--- config.mk ---
export PLATFORM = sky130hd
export DESIGN_NAME = pipeline_hazard_unit_flat
export DESIGN_NICKNAME = d
export VERILOG_FILES = /design/src/rtl/pipeline_hazard_unit_pkg.sv /design/src/rtl/pipeline_hazard_unit_if.sv /design/src/rtl/hazard_src_match.sv /design/src/rtl/pipeline_hazard_unit.sv /design/src/flat_wrapper.sv
export SDC_FILE = /design/constraint.sdc
export NUM_CORES = 1
export LEC_CHECK = 0
export ABC_AREA = 1
export BUFFER_PORTS_ARGS = -buffer_cell sky130_fd_sc_hd__buf_4
export CAP_MARGIN = 0
export CORE_UTILIZATION = 53
export DETAILED_ROUTE_END_ITERATION = 8
export GPL_TIMING_DRIVEN = 1
export PLACE_DENSITY = 0.82
export SETUP_SLACK_MARGIN = 0.4
export SYNTH_ARGS = -nofsm -noshare
export SYNTH_HDL_FRONTEND = slang
export SYNTH_SLANG_ARGS = --single-unit
--- constraint.sdc ---
create_clock -name CLK -period 1.4 [get_ports CLK]
set_input_delay 0.21 -clock CLK [delete_from_list [all_inputs] [get_ports CLK]]
set_output_delay 0.21 -clock CLK [all_outputs]
set_load 0.02 [all_outputs]
--- src/rtl/pipeline_hazard_unit_pkg.sv ---
// rtl/pipeline_hazard_unit_pkg.sv - shared types for the hazard/forwarding controller
package cpu_types_pkg;

   // Tags carry register addresses zero-extended to this width.
   localparam int REG_AW_MAX = 8;

   typedef logic [REG_AW_MAX-1:0] regbits_t;

   // One in-flight result stage as seen from ID.
   typedef struct packed {
      logic     valid;
      regbits_t rd;
      logic     regwrite;
      logic     memread;
      logic     halt;
   } hz_tag_t;

   // Forward-select value meaning "read the register file".
   localparam int FWD_RF = 0;

endpackage

--- src/rtl/pipeline_hazard_unit_if.sv ---
// rtl/pipeline_hazard_unit_if.sv - ID-side hazard bundle between datapath and controller
interface pipeline_hazard_unit_if #(
   parameter int NUM_STAGES = 3,
   parameter int NUM_SRC    = 2,
   parameter int REG_AW     = 5
);
   localparam int FW = $clog2(NUM_STAGES + 1);

   logic                      id_valid;
   logic [NUM_SRC*REG_AW-1:0] id_rs;
   logic [NUM_SRC-1:0]        id_rs_used;
   logic [REG_AW-1:0]         id_rd;
   logic                      id_regwrite;
   logic                      id_memread;
   logic                      id_halt;
   logic                      redirect;
   logic                      imem_wait;
   logic                      dmem_wait;
   logic                      pc_write;
   logic                      if_id_write;
   logic                      if_id_flush;
   logic                      id_ex_bubble;
   logic                      pipe_adv;
   logic [NUM_SRC*FW-1:0]     fwd_sel;
   logic                      stall;
   logic                      halted;

   modport master (
      output id_valid, id_rs, id_rs_used, id_rd, id_regwrite, id_memread, id_halt,
      output redirect, imem_wait, dmem_wait,
      input  pc_write, if_id_write, if_id_flush, id_ex_bubble, pipe_adv,
      input  fwd_sel, stall, halted
   );

   modport slave (
      input  id_valid, id_rs, id_rs_used, id_rd, id_regwrite, id_memread, id_halt,
      input  redirect, imem_wait, dmem_wait,
      output pc_write, if_id_write, if_id_flush, id_ex_bubble, pipe_adv,
      output fwd_sel, stall, halted
   );
endinterface

--- src/rtl/hazard_src_match.sv ---
// rtl/hazard_src_match.sv - youngest-producer lookup for one source operand
module hazard_src_match
   import cpu_types_pkg::*;
#(
   parameter int NUM_STAGES = 3,
   parameter int LOAD_STAGE = 1,
   parameter int IW         = 2
) (
   input  hz_tag_t [NUM_STAGES-1:0] i_tags,
   input  regbits_t                 i_rs,
   input  logic                     i_used,
   output logic [IW-1:0]            o_idx,
   output logic                     o_match,
   output logic                     o_avail
);

   logic          w_match;
   logic          w_avail;
   logic [IW-1:0] w_idx;
   logic          w_unused_tags;

   // Scan oldest to youngest so the youngest matching entry is the last one written.
   always_comb begin
      w_match = 1'b0;
      w_avail = 1'b0;
      w_idx   = '0;
      for (int i = NUM_STAGES - 1; i >= 0; i--) begin
         if (i_used && i_tags[i].valid && i_tags[i].regwrite &&
             (i_tags[i].rd == i_rs) && (i_tags[i].rd != '0)) begin
            w_match = 1'b1;
            w_idx   = IW'(i);
            // A load result only exists from LOAD_STAGE onward.
            w_avail = !i_tags[i].memread || (i >= LOAD_STAGE);
         end
      end
   end

   assign w_unused_tags = ^i_tags;

   assign o_match = w_match;
   assign o_avail = w_avail;
   assign o_idx   = w_idx;

endmodule

--- src/rtl/pipeline_hazard_unit.sv ---
// rtl/pipeline_hazard_unit.sv - stall/flush/forward controller beside ID (PIPE_FORWARD_EN enables forwarding)
module pipeline_hazard_unit
   import cpu_types_pkg::*;
#(
   parameter int NUM_STAGES = 3,
   parameter int NUM_SRC    = 2,
   parameter int REG_AW     = 5,
   parameter int LOAD_STAGE = 1
) (
   input logic                  CLK,
   input logic                  RST,
   pipeline_hazard_unit_if.slave hz
);

   localparam int FW = $clog2(NUM_STAGES + 1);
   localparam int IW = (NUM_STAGES > 1) ? $clog2(NUM_STAGES) : 1;

`ifdef PIPE_FORWARD_EN
   localparam bit FWD_ON = 1'b1;
`else
   // Without forwarding every producer hit blocks ID until the producer retires.
   localparam bit FWD_ON = 1'b0;
`endif

   hz_tag_t [NUM_STAGES-1:0]       r_tags;
   logic                           r_halted;

   hz_tag_t                        w_new_tag;
   logic [NUM_SRC-1:0]             w_match;
   logic [NUM_SRC-1:0]             w_avail;
   logic [NUM_SRC-1:0]             w_block;
   logic [NUM_SRC-1:0][IW-1:0]     w_idx;
   logic [NUM_SRC*FW-1:0]          w_fwd;
   logic                           w_hazard;
   logic                           w_pc_write;
   logic                           w_if_id_write;
   logic                           w_if_id_flush;
   logic                           w_id_ex_bubble;
   logic                           w_pipe_adv;
   logic                           w_stall;
   logic [NUM_SRC*FW-1:0]          w_fwd_sel;

   for (genvar s = 0; s < NUM_SRC; s++) begin : g_src
      hazard_src_match #(
         .NUM_STAGES (NUM_STAGES),
         .LOAD_STAGE (LOAD_STAGE),
         .IW         (IW)
      ) u_match (
         .i_tags  (r_tags),
         .i_rs    (regbits_t'(hz.id_rs[s*REG_AW +: REG_AW])),
         .i_used  (hz.id_rs_used[s]),
         .o_idx   (w_idx[s]),
         .o_match (w_match[s]),
         .o_avail (w_avail[s])
      );

      assign w_block[s] = w_match[s] && !(w_avail[s] && FWD_ON);
      assign w_fwd[s*FW +: FW] = (w_match[s] && w_avail[s] && FWD_ON) ?
                                 FW'(w_idx[s]) + FW'(1) : FW'(FWD_RF);
   end

   assign w_hazard = |w_block;

   // Prioritised enable generation: reset, halt, data wait, redirect, stall, fetch wait, normal.
   always_comb begin
      w_pc_write     = 1'b0;
      w_if_id_write  = 1'b0;
      w_if_id_flush  = 1'b0;
      w_id_ex_bubble = 1'b0;
      w_pipe_adv     = 1'b0;
      w_stall        = 1'b0;
      w_fwd_sel      = w_fwd;
      if (RST) begin
         w_if_id_flush  = 1'b1;
         w_id_ex_bubble = 1'b1;
         w_fwd_sel      = '0;
      end else if (r_halted) begin
         w_pc_write = 1'b0;
      end else if (hz.dmem_wait) begin
         w_pipe_adv = 1'b0;
      end else if (hz.redirect) begin
         w_pc_write     = 1'b1;
         w_if_id_write  = 1'b1;
         w_if_id_flush  = 1'b1;
         w_id_ex_bubble = 1'b1;
         w_pipe_adv     = 1'b1;
      end else if (w_hazard) begin
         w_id_ex_bubble = 1'b1;
         w_pipe_adv     = 1'b1;
         w_stall        = 1'b1;
      end else if (hz.imem_wait) begin
         w_if_id_write = 1'b1;
         w_if_id_flush = 1'b1;
         w_pipe_adv    = 1'b1;
      end else begin
         w_pc_write    = 1'b1;
         w_if_id_write = 1'b1;
         w_pipe_adv    = 1'b1;
      end
   end

   // Tag entering entry 0 from ID; bubbles enter as invalid.
   always_comb begin
      w_new_tag          = '0;
      w_new_tag.valid    = hz.id_valid && !w_id_ex_bubble;
      w_new_tag.rd       = regbits_t'(hz.id_rd);
      w_new_tag.regwrite = hz.id_regwrite;
      w_new_tag.memread  = hz.id_memread;
      w_new_tag.halt     = hz.id_halt;
   end

   // Shadow tag pipeline shifts with the datapath; halt latches as it retires.
   always_ff @(posedge CLK) begin
      if (RST) begin
         r_tags   <= '0;
         r_halted <= 1'b0;
      end else if (w_pipe_adv) begin
         r_tags[0] <= w_new_tag;
         for (int i = 1; i < NUM_STAGES; i++) begin
            r_tags[i] <= r_tags[i-1];
         end
         if (r_tags[NUM_STAGES-1].valid && r_tags[NUM_STAGES-1].halt) begin
            r_halted <= 1'b1;
         end
      end
   end

   assign hz.pc_write     = w_pc_write;
   assign hz.if_id_write  = w_if_id_write;
   assign hz.if_id_flush  = w_if_id_flush;
   assign hz.id_ex_bubble = w_id_ex_bubble;
   assign hz.pipe_adv     = w_pipe_adv;
   assign hz.fwd_sel      = w_fwd_sel;
   assign hz.stall        = w_stall;
   assign hz.halted       = r_halted && !RST;

endmodule

--- src/flat_wrapper.sv ---
// flat-port wrapper written by rule: the top's interface ports become plain ports
module pipeline_hazard_unit_flat import cpu_types_pkg::*;
#(
   parameter int NUM_STAGES = 3,
   parameter int NUM_SRC    = 2,
   parameter int REG_AW     = 5,
   parameter int LOAD_STAGE = 1
)
  (CLK, RST, hz_id_valid, hz_id_rs, hz_id_rs_used, hz_id_rd, hz_id_regwrite, hz_id_memread, hz_id_halt, hz_redirect, hz_imem_wait, hz_dmem_wait, hz_pc_write, hz_if_id_write, hz_if_id_flush, hz_id_ex_bubble, hz_pipe_adv, hz_fwd_sel, hz_stall, hz_halted);
  pipeline_hazard_unit_if #(.NUM_STAGES(NUM_STAGES), .NUM_SRC(NUM_SRC), .REG_AW(REG_AW)) hz_i ();
  input logic CLK;
  input logic RST;
  input wire logic [$bits(hz_i.id_valid)-1:0] hz_id_valid;
  input wire logic [$bits(hz_i.id_rs)-1:0] hz_id_rs;
  input wire logic [$bits(hz_i.id_rs_used)-1:0] hz_id_rs_used;
  input wire logic [$bits(hz_i.id_rd)-1:0] hz_id_rd;
  input wire logic [$bits(hz_i.id_regwrite)-1:0] hz_id_regwrite;
  input wire logic [$bits(hz_i.id_memread)-1:0] hz_id_memread;
  input wire logic [$bits(hz_i.id_halt)-1:0] hz_id_halt;
  input wire logic [$bits(hz_i.redirect)-1:0] hz_redirect;
  input wire logic [$bits(hz_i.imem_wait)-1:0] hz_imem_wait;
  input wire logic [$bits(hz_i.dmem_wait)-1:0] hz_dmem_wait;
  output wire logic [$bits(hz_i.pc_write)-1:0] hz_pc_write;
  output wire logic [$bits(hz_i.if_id_write)-1:0] hz_if_id_write;
  output wire logic [$bits(hz_i.if_id_flush)-1:0] hz_if_id_flush;
  output wire logic [$bits(hz_i.id_ex_bubble)-1:0] hz_id_ex_bubble;
  output wire logic [$bits(hz_i.pipe_adv)-1:0] hz_pipe_adv;
  output wire logic [$bits(hz_i.fwd_sel)-1:0] hz_fwd_sel;
  output wire logic [$bits(hz_i.stall)-1:0] hz_stall;
  output wire logic [$bits(hz_i.halted)-1:0] hz_halted;
  assign hz_i.id_valid = hz_id_valid;
  assign hz_i.id_rs = hz_id_rs;
  assign hz_i.id_rs_used = hz_id_rs_used;
  assign hz_i.id_rd = hz_id_rd;
  assign hz_i.id_regwrite = hz_id_regwrite;
  assign hz_i.id_memread = hz_id_memread;
  assign hz_i.id_halt = hz_id_halt;
  assign hz_i.redirect = hz_redirect;
  assign hz_i.imem_wait = hz_imem_wait;
  assign hz_i.dmem_wait = hz_dmem_wait;
  assign hz_pc_write = hz_i.pc_write;
  assign hz_if_id_write = hz_i.if_id_write;
  assign hz_if_id_flush = hz_i.if_id_flush;
  assign hz_id_ex_bubble = hz_i.id_ex_bubble;
  assign hz_pipe_adv = hz_i.pipe_adv;
  assign hz_fwd_sel = hz_i.fwd_sel;
  assign hz_stall = hz_i.stall;
  assign hz_halted = hz_i.halted;
  pipeline_hazard_unit #(.NUM_STAGES(NUM_STAGES), .NUM_SRC(NUM_SRC), .REG_AW(REG_AW), .LOAD_STAGE(LOAD_STAGE)) u_core (.CLK(CLK), .RST(RST), .hz(hz_i));
endmodule
Word level (Yosys, flattened, before mapping)
Cells that the tools add are included.
W data, S select, Z words.
{"block": "totals", "register_bits": 25, "input_bits": 26, "out_inout_bits": 11, "word_cells": 88}
{"block": "classes", "n_eq_ne": 6, "muxes": 35, "n_reduce_logical": 34}
{"operator": "$mux W1", "n": 35}
{"operator": "$eq A5 B5 Y1", "n": 6}
{"operator": "$logic_and A1 B1 Y1", "n": 27}
{"operator": "$reduce_bool A8 Y1", "n": 3}
{"operator": "$logic_not A1 Y1", "n": 2}
{"operator": "$reduce_and A2 Y1", "n": 1}
{"operator": "$reduce_or A2 Y1", "n": 1}

Logic depth before layout (Yosys ltp)
{"block": "depth", "word_depth": 15, "depth_mapped": 11, "mapped_depth_nobuf": 11}

Hierarchy
A second synthesis with hierarchy kept.
{"block": "unflattened", "cells_unflattened": 390, "hier_area_um2": 2321.0}
{"module": "hazard_src_match", "instances": 2, "cells_each": 126, "area_each_um2": 590.6}
{"module": "pipeline_hazard_unit", "instances": 1, "cells_each": 138, "area_each_um2": 1139.8}

Least setup slack after synthesis
OpenSTA, ideal clock, no wires.
{"block": "synth_path", "path_type": "reg-to-output", "startpoint": "reg u_core.r_tags[30] in the netlist's numbering", "endpoint": "out hz_pc_write", "arrival_time_ns": 1.260, "required_time_ns": 1.190, "setup_slack_ns": -0.070, "path_stages_with_launch": 12, "cell_sequence": "dfxtp_1 > inv_1 > nand2_1 > nand2_1 > nor2_2 > nand3_1 > nand2_1 > nand2_2 > nand3_2 > nand2_2 > nand2_2 > a21oi_1"}
{"block": "synth_via", "elab_chain_cells": 12, "word_cells_on_any_way": 19, "cone_classes": "2 x eq/ne; 11 x mux; 6 x reduce/logical"}
{"element": "start: declaration", "line_no": "pipeline_hazard_unit.sv:25", "source": "hz_tag_t [NUM_STAGES-1:0] r_tags;"}
{"element": "start signal: indexed assignment", "line_no": "pipeline_hazard_unit.sv:120", "source": "r_tags[i] <= r_tags[i-1];"}
{"element": "$eq A5 B5 Y1", "line_no": "hazard_src_match.sv:29", "source": "(i_tags[i].rd == i_rs) && (i_tags[i].rd != '0)) begin"}
{"element": "$logic_and A1 B1 Y1", "line_no": "hazard_src_match.sv:28", "source": "if (i_used && i_tags[i].valid && i_tags[i].regwrite &&"}
{"element": "$logic_and A1 B1 Y1", "line_no": "hazard_src_match.sv:29"}
{"element": "$mux W1"}
{"element": "$mux W1 (2 in series)", "line_no": "hazard_src_match.sv:28"}
{"element": "$reduce_or A2 Y1 *", "line_no": "pipeline_hazard_unit.sv:62", "source": "assign w_hazard = |w_block;"}
{"element": "$mux W1 *", "line_no": "pipeline_hazard_unit.sv:87", "source": "end else if (w_hazard) begin"}
{"element": "$mux W1 *", "line_no": "pipeline_hazard_unit.sv:81", "source": "end else if (hz.redirect) begin"}
{"element": "$mux W1 *", "line_no": "pipeline_hazard_unit.sv:79", "source": "end else if (hz.dmem_wait) begin"}
{"element": "$mux W1 *", "line_no": "pipeline_hazard_unit.sv:77", "source": "end else if (r_halted) begin"}
{"element": "$mux W1 *", "line_no": "pipeline_hazard_unit.sv:73", "source": "if (RST) begin"}
{"element": "end: declaration", "line_no": "flat_wrapper.sv:23", "source": "output wire logic [$bits(hz_i.pc_write)-1:0] hz_pc_write;"}
Every way passes the cells marked *; elsewhere a longest branch is shown, timed or not.

Final worst setup path
{"block": "layout_path", "startpoint": "reg u_core.r_tags[18] in the netlist's numbering", "endpoint": "out hz_if_id_flush"}
{"block": "layout_via", "elab_chain_cells": 11, "word_cells_on_any_way": 17, "cone_classes": "2 x eq/ne; 9 x mux; 6 x reduce/logical"}
{"element": "$eq A5 B5 Y1", "line_no": "hazard_src_match.sv:29"}
{"element": "$logic_and A1 B1 Y1", "line_no": "hazard_src_match.sv:28"}
{"element": "$logic_and A1 B1 Y1", "line_no": "hazard_src_match.sv:29"}
{"element": "$mux W1 (2 in series)", "line_no": "hazard_src_match.sv:28"}
{"element": "$reduce_or A2 Y1 *", "line_no": "pipeline_hazard_unit.sv:62"}
{"element": "$mux W1 *", "line_no": "pipeline_hazard_unit.sv:87"}
{"element": "$mux W1 *", "line_no": "pipeline_hazard_unit.sv:81"}
{"element": "$mux W1 *", "line_no": "pipeline_hazard_unit.sv:79"}
{"element": "$mux W1 *", "line_no": "pipeline_hazard_unit.sv:77"}
{"element": "$mux W1 *", "line_no": "pipeline_hazard_unit.sv:73"}
{"element": "end: declaration", "line_no": "flat_wrapper.sv:25", "source": "output wire logic [$bits(hz_i.if_id_flush)-1:0] hz_if_id_flush;"}
Marks and branches as above.

==> summary.md <==
| Metric | Value |
|---|---|
| Status | finished, violations left |
| Failing checks | negative setup slack |
| Clock-pin slew on the worst setup and hold paths | roughly 0.17 ns |
| Post-synth EDFFs | 0 |
| Mapped Avg Cell Area | between 5 and 6 µm² |
| P&R area growth vs syn | 58.40% |
| Critical path endpoint category | output port |
| Critical Path Slowest Stage Cell | dfxtp_2 |
| Top layer used by detailed routing | met4 |
| Total power | ~1800 µW |
| Post-DP Area | about 2000 µm² |
| Largest area contributor in the netlist | dfxtp_1 |
| Seq. cell area | about 550 µm² |
| Final setup TNS | -3.812 ns |
| Routed Antenna Nets | 0 |
| PwrDens | 734.1 nW/µm² |
| Post-DP HPWL | around 3200 µm |
| Worst EP required | roughly 1.2 ns |
| CTS tree | yes |
| Cells after synthesis | approximately 270 |
| Total die area | ~3200 µm² |
| Gr ovfl total | 0 |
| Commonest cells post-synth | nand2_1, dfxtp_1, nor2_1, a21oi_1, o21ai_0 |
| DR iter-0 viols | roughly 220 |
| Final GP Congestion | slightly below 1 |
| Num rows | 19 |
| Final cycle utilization of the critical path | 1.483 |
| RSZ-0062 raised after global routing | yes |
| Vias per cell | around 6.2 |
| WL met1 | approximately 2400 µm |
| Unique masters post-synth | 24 |
| Fin. max-slew vios | 0 |
| Num Clock Sinks | 25 |
| Max VDD drop | approximately 0.97 mV |
| Max Freq | 0.4815 GHz |
| Initial Utilization | 0.5677 |
| First-pass GRT wire length | slightly above 7000 µm |
| CTS root buf | clkbuf_4 |
| I/O pin cnt | 37 |
| DIE HEIGHT | 56.58 µm |
| WL met2 | a little over 3000 µm |
| Main combinational cell family by area after synthesis | simple AND/OR/NAND/NOR gates |
| CP max stage delay | just over 0.4 ns |
| Top FF cell, synth | dfxtp_1 |
| Largest net degree at the start of global routing | 17 |
| Multi-input logic area | around 1100 µm² |
| Fill count | around 120 |
| N_diodes | 0 |
| DRT Pass-1 Iters | 5 |
| Initial antenna violation count | 0 |
| Fin crit period | 2.077 ns |
| Clock skew | approximately 0.029 ns |
| All-Layer GR Usage | 0.2960 |
| Port Buf Inserts | 31 |
| Via count | about 2200 |
| CTS H-Tree Depth | 1 |
| Leak | roughly 0.0012 µW |
| Placed Cells | approximately 340 |
| Final setup violating endpoints | 12 |
| CP top delay family | simple AND/OR/NAND/NOR gates |
| Yosys warns | 0 |
| Finished Layout Cells | approximately 360 |
| Top-count cell post-synth | nand2_1 |
| Max-Cap Viols | 0 |
| Synth Area in XOR/XNOR | 0 |
| CP bufs+invs | 3 |
| Post-synthesis mux area share | 0 |
| Vias in the first global route | approximately 1700 |
| Final Hold Fails | 0 |
| Top-area cell type share of the netlist area | 0.3170 |
| Post-route cell area | ~2500 µm² |
| Wire length on met3 | around 710 µm |
| Nets | 360 |
| Synth Area in Simple Gates | 0.3803 |
| Synth Area in Compound Gates | 0.1783 |
| CTS buffer count | 3 |
| Core area | 2781 µm² |
| Final WL | 6701 µm |
| Mapped Area | 1579 µm² |
| Routed len/inst | about 18 µm |
| Layout cells sized above 1 | 0.5315 |
| Worst setup path class | flop to output port |
| Crit path DAT | ~1.9 ns |
| Startpoint types | flop |
| Sequential area share after synthesis | 0.3170 |
| Post-route DRC | 0 |
| Adder-cell share of the synthesized area | 0 |
| Largest cells by area after synthesis | dfxtp_1, nand2_1, a21oi_1 |
| FFs w/ async S/R, synth | 0 |
| Clock Latency Late Sink | between 0.3 and 0.4 ns |
| CP cell instances | inv_2, nand2_1, nand2_1, nor2_2, nand3_2, nand2_2, nand2_2, nand3_4, nand2_4, inv_2, o21ai_4, buf_6 |
| Cts-stage hold buffer count | 0 |
| HP Class | input port to flop |
| Seq cells post-synth | 25 |
| Die width | 56.58 µm |
| Setup ws final | -0.6769 ns |
| Clk buf depth | 2 |
| Worst-path fanout max | 4 |
-- timing repair --
item / 4_1_cts / 5_1_grt
setup endpoints to repair: 14 / 31
pin swaps: 18 / 21
gates cloned: 0 / 2
hold endpoints to repair: 0 / 0
resized for setup: 24 / 89
setup buffers: 1 / 16
-- cells in the final DEF, fill, tap and decap left out, types with 9 or more instances in the layout --
cell / synthesis / final
nor2_2: 4 / 13
o21ai_2: 0 / 9
buf_4: 4 / 48
buf_6: 0 / 15
inv_2: 17 / 18
nor2_1: 25 / 13
a21oi_1: 22 / 15
nand2_2: 5 / 18
inv_1: 19 / 14
dfxtp_4: 0 / 11
nand2_1: 90 / 74
nand3_1: 13 / 11
-- routing by layer --
| metal | GRT usage | vias to the layer above |
|---|---|---|
| met5 | 0 | - |
| met4 | 0.1115 | 0 |
| met3 | 0.05069 | 63 |
| met2 | 0.5294 | 174 |
| met1 | 0.3491 | 1033 |
| li1 | - | 970 |
-- sequential cells by signal (all words and copies together), names as in the netlist --
| register | count |
|---|---|
| u_core.r_tags | 24 |
| u_core.r_halted | 1 |
-- logic make-up (layout without fill, tap and decap cells) --
group	after synthesis	count (layout)
compound gates	52	52
buf+inv	47	109
flops	25	25
other cells	1	4
simple gates	143	143
-- where the power goes --
part / switching, µW / internal, µW / total (µW)
Clock: 262 / 110 / 372
Combinational: 361 / 282 / 643
Sequential: 67.1 / 755 / 822
Total: 690 / 1150 / 1840
-- final cells by class --
cell class	count	share of cell area
clock buffer	3	0.009004
clock inverter	1	0.003001
inverter	37	0.05953
multi-input combinational	199	0.4477
sequential	25	0.2196
tap	31	0.01551
timing repair buffer	68	0.2456
-- worst reg2reg max path, cell delays in order (launching register included) --
cell and delay [ns]:
dfxtp_4 0.40, nor2_4 0.05, buf_6 0.11, buf_6 0.10, buf_6 0.10, buf_8 0.12
buf_6 0.11, buf_8 0.12, o21ai_0 0.21, a21oi_1 0.08
-- path summary, 6_finish.rpt --
path	start	endpoint	slack (ns)	cells past startpoint
hold / removal	hz_id_regwrite	u_core.r_tags[2]	0.1	3
setup / recovery	u_core.r_tags[18]	hz_if_id_flush	-0.68	12
hold reg to reg	u_core.r_tags[24]	u_core.r_tags[24]	0.54	2
setup reg to reg	u_core.r_halted	u_core.r_tags[28]	-0.14	9
-- through the flow --
stage | hold slack [ns] | util | setup slack (ns)
2_1_floorplan | 0.2791 | - | 0.07770
3_3_place_gp | 0.4431 | 0.7179 | -0.1646
3_5_place_dp | 0.4565 | 0.7179 | -0.1786
4_1_cts | 0.1035 | 0.7571 | -0.4988
5_1_grt | 0.09862 | 0.8992 | -0.7730
6_report | 0.09747 | 0.8992 | -0.6769
No activity file was read; power rests on OpenSTA's default activity.
